===== src/rtl/sddac_mod2_seq_if.sv =====
// sddac_mod2_seq_if: operand/result bus between the modulator sequencer and the shared MAC unit
interface sddac_mod2_seq_if;
   logic        [8:0]  op;
   logic signed [17:0] a;
   logic signed [17:0] b;
   logic signed [47:0] c;
   logic signed [47:0] p;
   modport master(output op, a, b, c, input p);
   modport slave(input op, a, b, c, output p);
endinterface


===== src/rtl/sddac_mod2_seq.sv =====
// sddac_mod2_seq: second-order sigma-delta modulator sequencing two integrator updates per step on a shared MAC
module sddac_mod2_seq #(
   parameter int                 STEP_CYCLES = 8,
   parameter logic signed [17:0] K1          = 18'sd65536,
   parameter logic signed [17:0] K2          = 18'sd65536,
   parameter logic signed [47:0] FB1         = 48'sd8589934592,
   parameter logic signed [47:0] FB2         = 48'sd8589934592,
   parameter int                 S1_SHIFT    = 17,
   parameter logic signed [47:0] INT_LIM     = 48'sd1099511627776
) (
   input  logic               clk,
   input  logic               reset,
   input  logic               en,
   input  logic signed [17:0] sample_in,
   input  logic               sample_valid,
   output logic               dout,
   output logic               dout_valid,
   output logic               ovf,
   sddac_mod2_seq_if.master   mac
);
   localparam int KW = $clog2(STEP_CYCLES);
   typedef enum logic {IDLE, RUN} state_t;
   state_t             state;
   logic [KW-1:0]      k;
   logic signed [17:0] pend, a2, a2_n;
   logic signed [47:0] s1, s2, pc, sh;
   logic               issue0, issue4, wrap;
   // The k=0 issue takes the pending register directly so the sample is used in the step it was captured for
   always_comb begin
      issue0 = state == RUN && k == KW'(0);
      issue4 = state == RUN && k == KW'(4);
      wrap   = k == KW'(STEP_CYCLES - 1);
      pc     = mac.p > INT_LIM ? INT_LIM : mac.p < -INT_LIM ? -INT_LIM : mac.p;
      sh     = pc >>> S1_SHIFT;
      a2_n   = sh > 48'sd131071 ? 18'h1FFFF : sh < -48'sd131072 ? 18'h20000 : sh[17:0];
      mac.op = issue0 || issue4 ? 9'h00D : 9'h000;
      mac.a  = issue0 ? pend : issue4 ? a2 : 18'sd0;
      mac.b  = issue0 ? K1 : issue4 ? K2 : 18'sd0;
      mac.c  = issue0 ? (dout ? s1 - FB1 : s1 + FB1) : issue4 ? (dout ? s2 - FB2 : s2 + FB2) : 48'sd0;
   end
   always_ff @(posedge clk or posedge reset)
      if (reset) begin
         state      <= IDLE;
         k          <= '0;
         pend       <= '0;
         a2         <= '0;
         s1         <= '0;
         s2         <= '0;
         dout       <= 1'b0;
         dout_valid <= 1'b0;
         ovf        <= 1'b0;
      end else begin
         if (sample_valid) pend <= sample_in;
         dout_valid <= 1'b0;
         ovf        <= 1'b0;
         if (state == IDLE) begin
            k <= '0;
            if (en) state <= RUN;
         end else begin
            k <= wrap ? '0 : k + 1'b1;
            if (wrap && !en) state <= IDLE;
            if (k == KW'(3)) begin
               s1  <= pc;
               a2  <= a2_n;
               ovf <= pc != mac.p;
            end
            if (k == KW'(7)) begin
               s2         <= pc;
               dout       <= !pc[47];
               dout_valid <= 1'b1;
               ovf        <= pc != mac.p;
            end
         end
      end
endmodule

===== src/flat_wrapper.sv =====
// flat-port wrapper written by rule: the top's interface ports become plain ports
module sddac_mod2_seq_flat 
#(
   parameter int                 STEP_CYCLES = 8,
   parameter logic signed [17:0] K1          = 18'sd65536,
   parameter logic signed [17:0] K2          = 18'sd65536,
   parameter logic signed [47:0] FB1         = 48'sd8589934592,
   parameter logic signed [47:0] FB2         = 48'sd8589934592,
   parameter int                 S1_SHIFT    = 17,
   parameter logic signed [47:0] INT_LIM     = 48'sd1099511627776
)
  (clk, reset, en, sample_in, sample_valid, dout, dout_valid, ovf, mac_op, mac_a, mac_b, mac_c, mac_p);
  sddac_mod2_seq_if mac_i ();
  input  logic clk;
  input  logic reset;
  input  logic en;
  input  logic signed [17:0] sample_in;
  input  logic sample_valid;
  output logic dout;
  output logic dout_valid;
  output logic ovf;
  output wire logic [$bits(mac_i.op)-1:0] mac_op;
  output wire logic [$bits(mac_i.a)-1:0] mac_a;
  output wire logic [$bits(mac_i.b)-1:0] mac_b;
  output wire logic [$bits(mac_i.c)-1:0] mac_c;
  input wire logic [$bits(mac_i.p)-1:0] mac_p;
  assign mac_op = mac_i.op;
  assign mac_a = mac_i.a;
  assign mac_b = mac_i.b;
  assign mac_c = mac_i.c;
  assign mac_i.p = mac_p;
  sddac_mod2_seq #(.STEP_CYCLES(STEP_CYCLES), .K1(K1), .K2(K2), .FB1(FB1), .FB2(FB2), .S1_SHIFT(S1_SHIFT), .INT_LIM(INT_LIM)) u_core (.clk(clk), .reset(reset), .en(en), .sample_in(sample_in), .sample_valid(sample_valid), .dout(dout), .dout_valid(dout_valid), .ovf(ovf), .mac(mac_i));
endmodule

===== config.mk =====
export PLATFORM = sky130hd
export DESIGN_NAME = sddac_mod2_seq_flat
export DESIGN_NICKNAME = d
export VERILOG_FILES = /design/src/rtl/sddac_mod2_seq_if.sv /design/src/rtl/sddac_mod2_seq.sv /design/src/flat_wrapper.sv
export SDC_FILE = /design/constraint.sdc
export NUM_CORES = 1
export LEC_CHECK = 0
export CORE_ASPECT_RATIO = 1.2
export CORE_MARGIN = 5
export CORE_UTILIZATION = 45
export DETAILED_ROUTE_END_ITERATION = 8
export PLACE_DENSITY = 0.84
export SLEW_MARGIN = 20
export SYNTH_ARGS = -nofsm -noshare
export SYNTH_HDL_FRONTEND = slang
export SYNTH_SLANG_ARGS = --single-unit

===== constraint.sdc =====
create_clock -name clk -period 6.6 [get_ports clk]
set_clock_uncertainty 0.15 [all_clocks]
set_input_delay 1.65 -clock clk [delete_from_list [all_inputs] [get_ports clk]]
set_output_delay 1.65 -clock clk [all_outputs]
set_load 0.03 [all_outputs]

## After elaboration in Yosys (flattened, before gate mapping)

Index checks and enable logic that the tools add are counted.

- Input port bits: 70
- Output and inout bits: 96
- Register bits after elaboration: 139
- Word-level logic and storage cells: 54

- Reduce and logical (&&, ||, !) cells: 9
- Order comparisons: 4
- Multiplexer cells: 23
- Add/subtract/negate cells: 5
- Equal/unequal tests: 4

Operators with widths:

| operator | number |
|---|---|
| 48-bit 2-to-1 mux | 6 |
| 48-bit by 35-bit adder with 48-bit output, second input constant | 2 |
| 48-bit by 35-bit subtractor with 48-bit output, second input constant | 2 |
| 18-bit 2-to-1 mux | 5 |
| 48-bit by 42-bit > comparator with 1-bit output, second input constant | 1 |
| 48-bit by 41-bit less-than comparator with 1-bit output, second input constant | 1 |
| 48-bit inequality test | 1 |
| 31-bit by 18-bit > comparator with 1-bit output, second input constant | 1 |
| 31-bit by 18-bit less-than comparator with 1-bit output, second input constant | 1 |
| 17-bit 2-to-1 mux | 1 |
| 1-bit 2-to-1 mux | 8 |
| 3-bit == test, second input constant | 2 |
| 3-bit 2-to-1 mux | 2 |
| 4-bit 2-to-1 mux | 1 |
| 2-bit AND reduction | 2 |
| 3-bit by 1-bit adder with 3-bit output, second input constant | 1 |
| 3-bit by 2-bit == test with 1-bit output, second input constant | 1 |
| 1-bit logical AND | 3 |
| 3-bit zero test | 1 |
| 1-bit zero test | 2 |
| 1-bit logical OR | 1 |

## Depth between registers and ports, before layout

- Word-level depth: 7
- Gate-level depth with buffers: 9

## Least setup slack after synthesis

Ideal clock, no wire load.

- Kind: register -> output
- From: register u_core.dout
- To: output port mac_c[47]
- Arrival time: 3.259 ns
- Data required time: 4.800 ns
- Path slack: 1.541 ns
- Cell stages (with the launch flop): 9
- Cell sequence: dfrtp_1 > ha_1 > nor2b_1 > o31ai_1 > a211oi_1 > o31ai_1 > o21ai_0 > xnor2_1 > a21oi_1

- Longest elaborated chain between the ends: 3
- Elaborated cells between the ends (all ways): 4

RTL lines:

| what | line | text |
|---|---|---|
| start: declaration | sddac_mod2_seq.sv:16 | `output logic dout,` |
| start signal: assignment | sddac_mod2_seq.sv:69 | `dout <= !pc[47];` |
| 48-bit 2-to-1 mux (2 in a row) | sddac_mod2_seq.sv:39 | `mac.c = issue0 ? (dout ? s1 - FB1 : s1 + FB1) : issue4 ? (dout ? s2 - FB2 : s2 + FB2) : 48'sd0;` |
| 48-bit 2-to-1 mux (*) | sddac_mod2_seq.sv:39 |  |
| end: declaration | flat_wrapper.sv:25 | `output wire logic [$bits(mac_i.c)-1:0] mac_c;` |

Every way passes the cells marked *; elsewhere a longest branch is shown, timed or not.

## Worst setup path in the final report

- From: register u_core.dout
- To: output port mac_c[45]

Same word-level chain as after synthesis.

==> results.json <==
{
  "required_ns": 4.80,
  "synth_top_family_by_area": "simple AND/OR/NAND/NOR gates",
  "nets": 1062,
  "ys_ff_latch": 139,
  "rows": 52,
  "setup_viol": 0,
  "wire_per_inst_um": 16.8,
  "power.leakage_uw": 0.00427,
  "area.growth.synth_to_final_pct": 26.7,
  "synth-simple-area-share_pct": 16.2,
  "ctsResizeCount": 0,
  "switching_share_pct": 43.4,
  "grt.total_usage_pct": 20.3,
  "firstDrtPassIters": 4,
  "gp_congestion": 0.856,
  "async_reset_ff_share_pct": 100,
  "antenna_found_initial": 0,
  "stdcell_count": 1188,
  "h-tree-depth": 4,
  "postCtsSetupBuffers": 0,
  "vias_per_cell": 5.46,
  "power.density_nw_per_um2": 571,
  "hold_viol": 0,
  "yosys-top-cells-area": "dfrtp_1 45%, nand2_1 7.8%, mux2i_1 7.2%",
  "synth-seq-area-share_pct": 44.9,
  "drive_above_1_share_pct": 7.41,
  "pwr-share-comb_pct": 56.4,
  "clkTransAtPathRegs_ns": 0.06,
  "synth.avg_cell_area_um2": 9.21,
  "die_x_um": 130,
  "grt_pass1_vias": 6491,
  "worstMarginPinSlew_ns": 1.08,
  "die_area_um2": 20000,
  "seqPwrFrac_pct": 26.5,
  "synth-edff-count": 0,
  "portBuffers": 142,
  "final_common_cell": "nand2_1",
  "yosys.area_share.xor_xnor_pct": 2.71,
  "synth_fa_ha_area_share_pct": 5.52,
  "grt_max_degree": 103,
  "max_freq_mhz": 171,
  "cts_hold_buf": 0,
  "crit_type": "reg -> out",
  "synth-compound-area-share_pct": 15.1,
  "insertion_delay_ns": 0.41,
  "cts-root-buf": "clkbuf_16",
  "outcome": "completed",
  "fin_crit_sh_pct": 88.5,
  "wirelength_mm": 19.9,
  "fill_cells": 1440,
  "finalSetupTns_ns": 0,
  "pwr-share-clk_pct": 17.1,
  "synthCells": 841,
  "min_period_ns": 5.84,
  "path_max_fanout": 17,
  "netSwitchingPower_uw": 2440,
  "first_iter_violations": 458,
  "intPower_uw": 3170,
  "max-slew-margin-rel_pct": 27.2,
  "grt-ovfl-total": 0,
  "cts_made_buffers": 17,
  "ys_warn_count": 0,
  "cts_tree": "yes",
  "io_pins": 166,
  "synth.distinct_cells": 56,
  "via_count": 6492,
  "startpoint_type": "flip-flop",
  "rsz0062_at_grt": "false",
  "die_h_um": 154,
  "start_util_pct": 45.8,
  "hold_path.class": "reg -> reg",
  "cap_viol_max_count": 0,
  "peakVddDrop_uv": 280,
  "synth_top_area_share_pct": 44.9,
  "hpwl_mm": 14.3,
  "core_um2": 16900,
  "regArea_um2": 3480,
  "dpl.cell_count": 1156,
  "clockBufferDepth": 2,
  "ys.flop_type": "dfrtp_1",
  "muxShareOfSynthArea_pct": 9.85,
  "cts.sinks": 139,
  "cp-end-kind": "output pin",
  "diodes": 0,
  "grt_pass1_wl_mm": 32.6,
  "netlist_area_um2": 7750,
  "antenna_left": 0,
  "slew_viol_final": 0,
  "cp.arrival_ns": 4.04,
  "drcViolationCount": 0,
  "final_cell_mix": "158 x nand2_1, 142 x clkdlybuf4s50_1, 138 x dfrtp_1",
  "yosys.area.top_type": "dfrtp_1",
  "multi_input_area_um2": 3940
}
[layer usage]
metal / track usage, % / share of wire (%) / up-vias
li1: - / - / 3120
met1: 25.9 / 42 / 3156
met2: 35.5 / 52 / 196
met3: 3.99 / 5.2 / 20
met4: 4.85 / 1.0 / 0
met5: 0 / 0 / -
[stage by stage]
| step | area (um2) | worst slack, ns | util [%] | power, uW | hold slack [ns] |
|---|---|---|---|---|---|
| after floorplan | 7830 | 1.08 | - | 3760 | 0.280 |
| after global placement | 9220 | 1.32 | 54.5 | 4550 | 0.301 |
| after detailed placement | 9220 | 1.22 | 54.5 | 4650 | 0.316 |
| after CTS | 9820 | 0.772 | 58.0 | 5630 | 0.331 |
| after global routing | 9820 | 0.416 | 58.0 | 6030 | 0.343 |
| final | 9820 | 0.758 | 58.0 | 5610 | 0.330 |
[kinds of logic (layout without fill, tap and decap cells)]
| logic type | after synthesis | in the layout |
|---|---|---|
| AND/OR/NAND/NOR | 295 | 295 |
| other | 1 | 23 |
| adder cells (fa/ha/maj) | 33 | 33 |
| flip-flops | 139 | 139 |
| AO/OA/AOI/OAI | 190 | 190 |
| buffers and inverters | 85 | 194 |
| multiplexers | 74 | 74 |
| XOR/XNOR | 24 | 24 |
[state kept, by name (all words and copies together), names as in the netlist]
signal / flops
u_core.dout_valid: 1
u_core.ovf: 1
u_core.s2: 48
u_core.state: 1
u_core.dout: 1
u_core.a2: 18
u_core.s1: 48
u_core.k: 3
u_core.pend: 18
[Yosys cell counts, drive strengths merged, types with 5 or more instances]
library cell	n
nor4	10
xnor2	19
nor3	15
mux2	18
a21o	7
o21ai	101
nor2	76
a21oi	25
xor2	5
buf	39
nand2	161
nand3	13
a221o	17
o31ai	6
inv	11
ha	31
clkbuf	34
mux2i	56
dfrtp	139
o21bai	7
[path summary, 6_finish.rpt]
check / startpoint / endpoint / slack, ns / depth (start not counted)
hold reg to reg: u_core.s2[23]$_DFFE_PP0P_ / u_core.s2[23]$_DFFE_PP0P_ / 0.33 / 2
setup / recovery: u_core.dout$_DFFE_PP0P_ / mac_c[45] / 0.76 / 10
max in group asynchronous: reset / u_core.s1[24]$_DFFE_PP0P_ / 3.55 / 3
hold / removal: u_core.s2[23]$_DFFE_PP0P_ / u_core.s2[23]$_DFFE_PP0P_ / 0.33 / 2
setup reg to reg: u_core.k[2]$_DFF_PP0_ / u_core.s1[27]$_DFFE_PP0P_ / 3.33 / 5
min in group asynchronous: reset / u_core.pend[16]$_DFFE_PP0P_ / 1.66 / 2
[power by group through the flow]
stage	sequential [uW]	combinational, uW	clock [uW]
CTS	1480	3170	974
global route	1530	3490	1020
floorplan	1410	2350	0
global placement	1480	3070	0
finish	1490	3170	958
detailed placement	1500	3150	0
[final cells by class]
class,count,share of cell area (%)
clock buffers,21,4.59
clock inverters,11,1.48
inverters,12,0.510
multi-input cells,639,40.1
flip-flops and latches,139,35.5
well taps,216,2.75
repair buffers,150,15.1
[critical path, stage by stage, from the launching register on]
cell             delay, ns
dfrtp_1               0.75
buf_4                 0.35
ha_1                  0.31
a21oi_1               0.29
o2111ai_1             0.30
a311o_1               0.35
a21oi_1               0.19
xnor2_1               0.15
nand2_1               0.07
a21oi_1               0.16
clkdlybuf4s50_1       0.70
No activity file was read; power rests on OpenSTA's default activity.
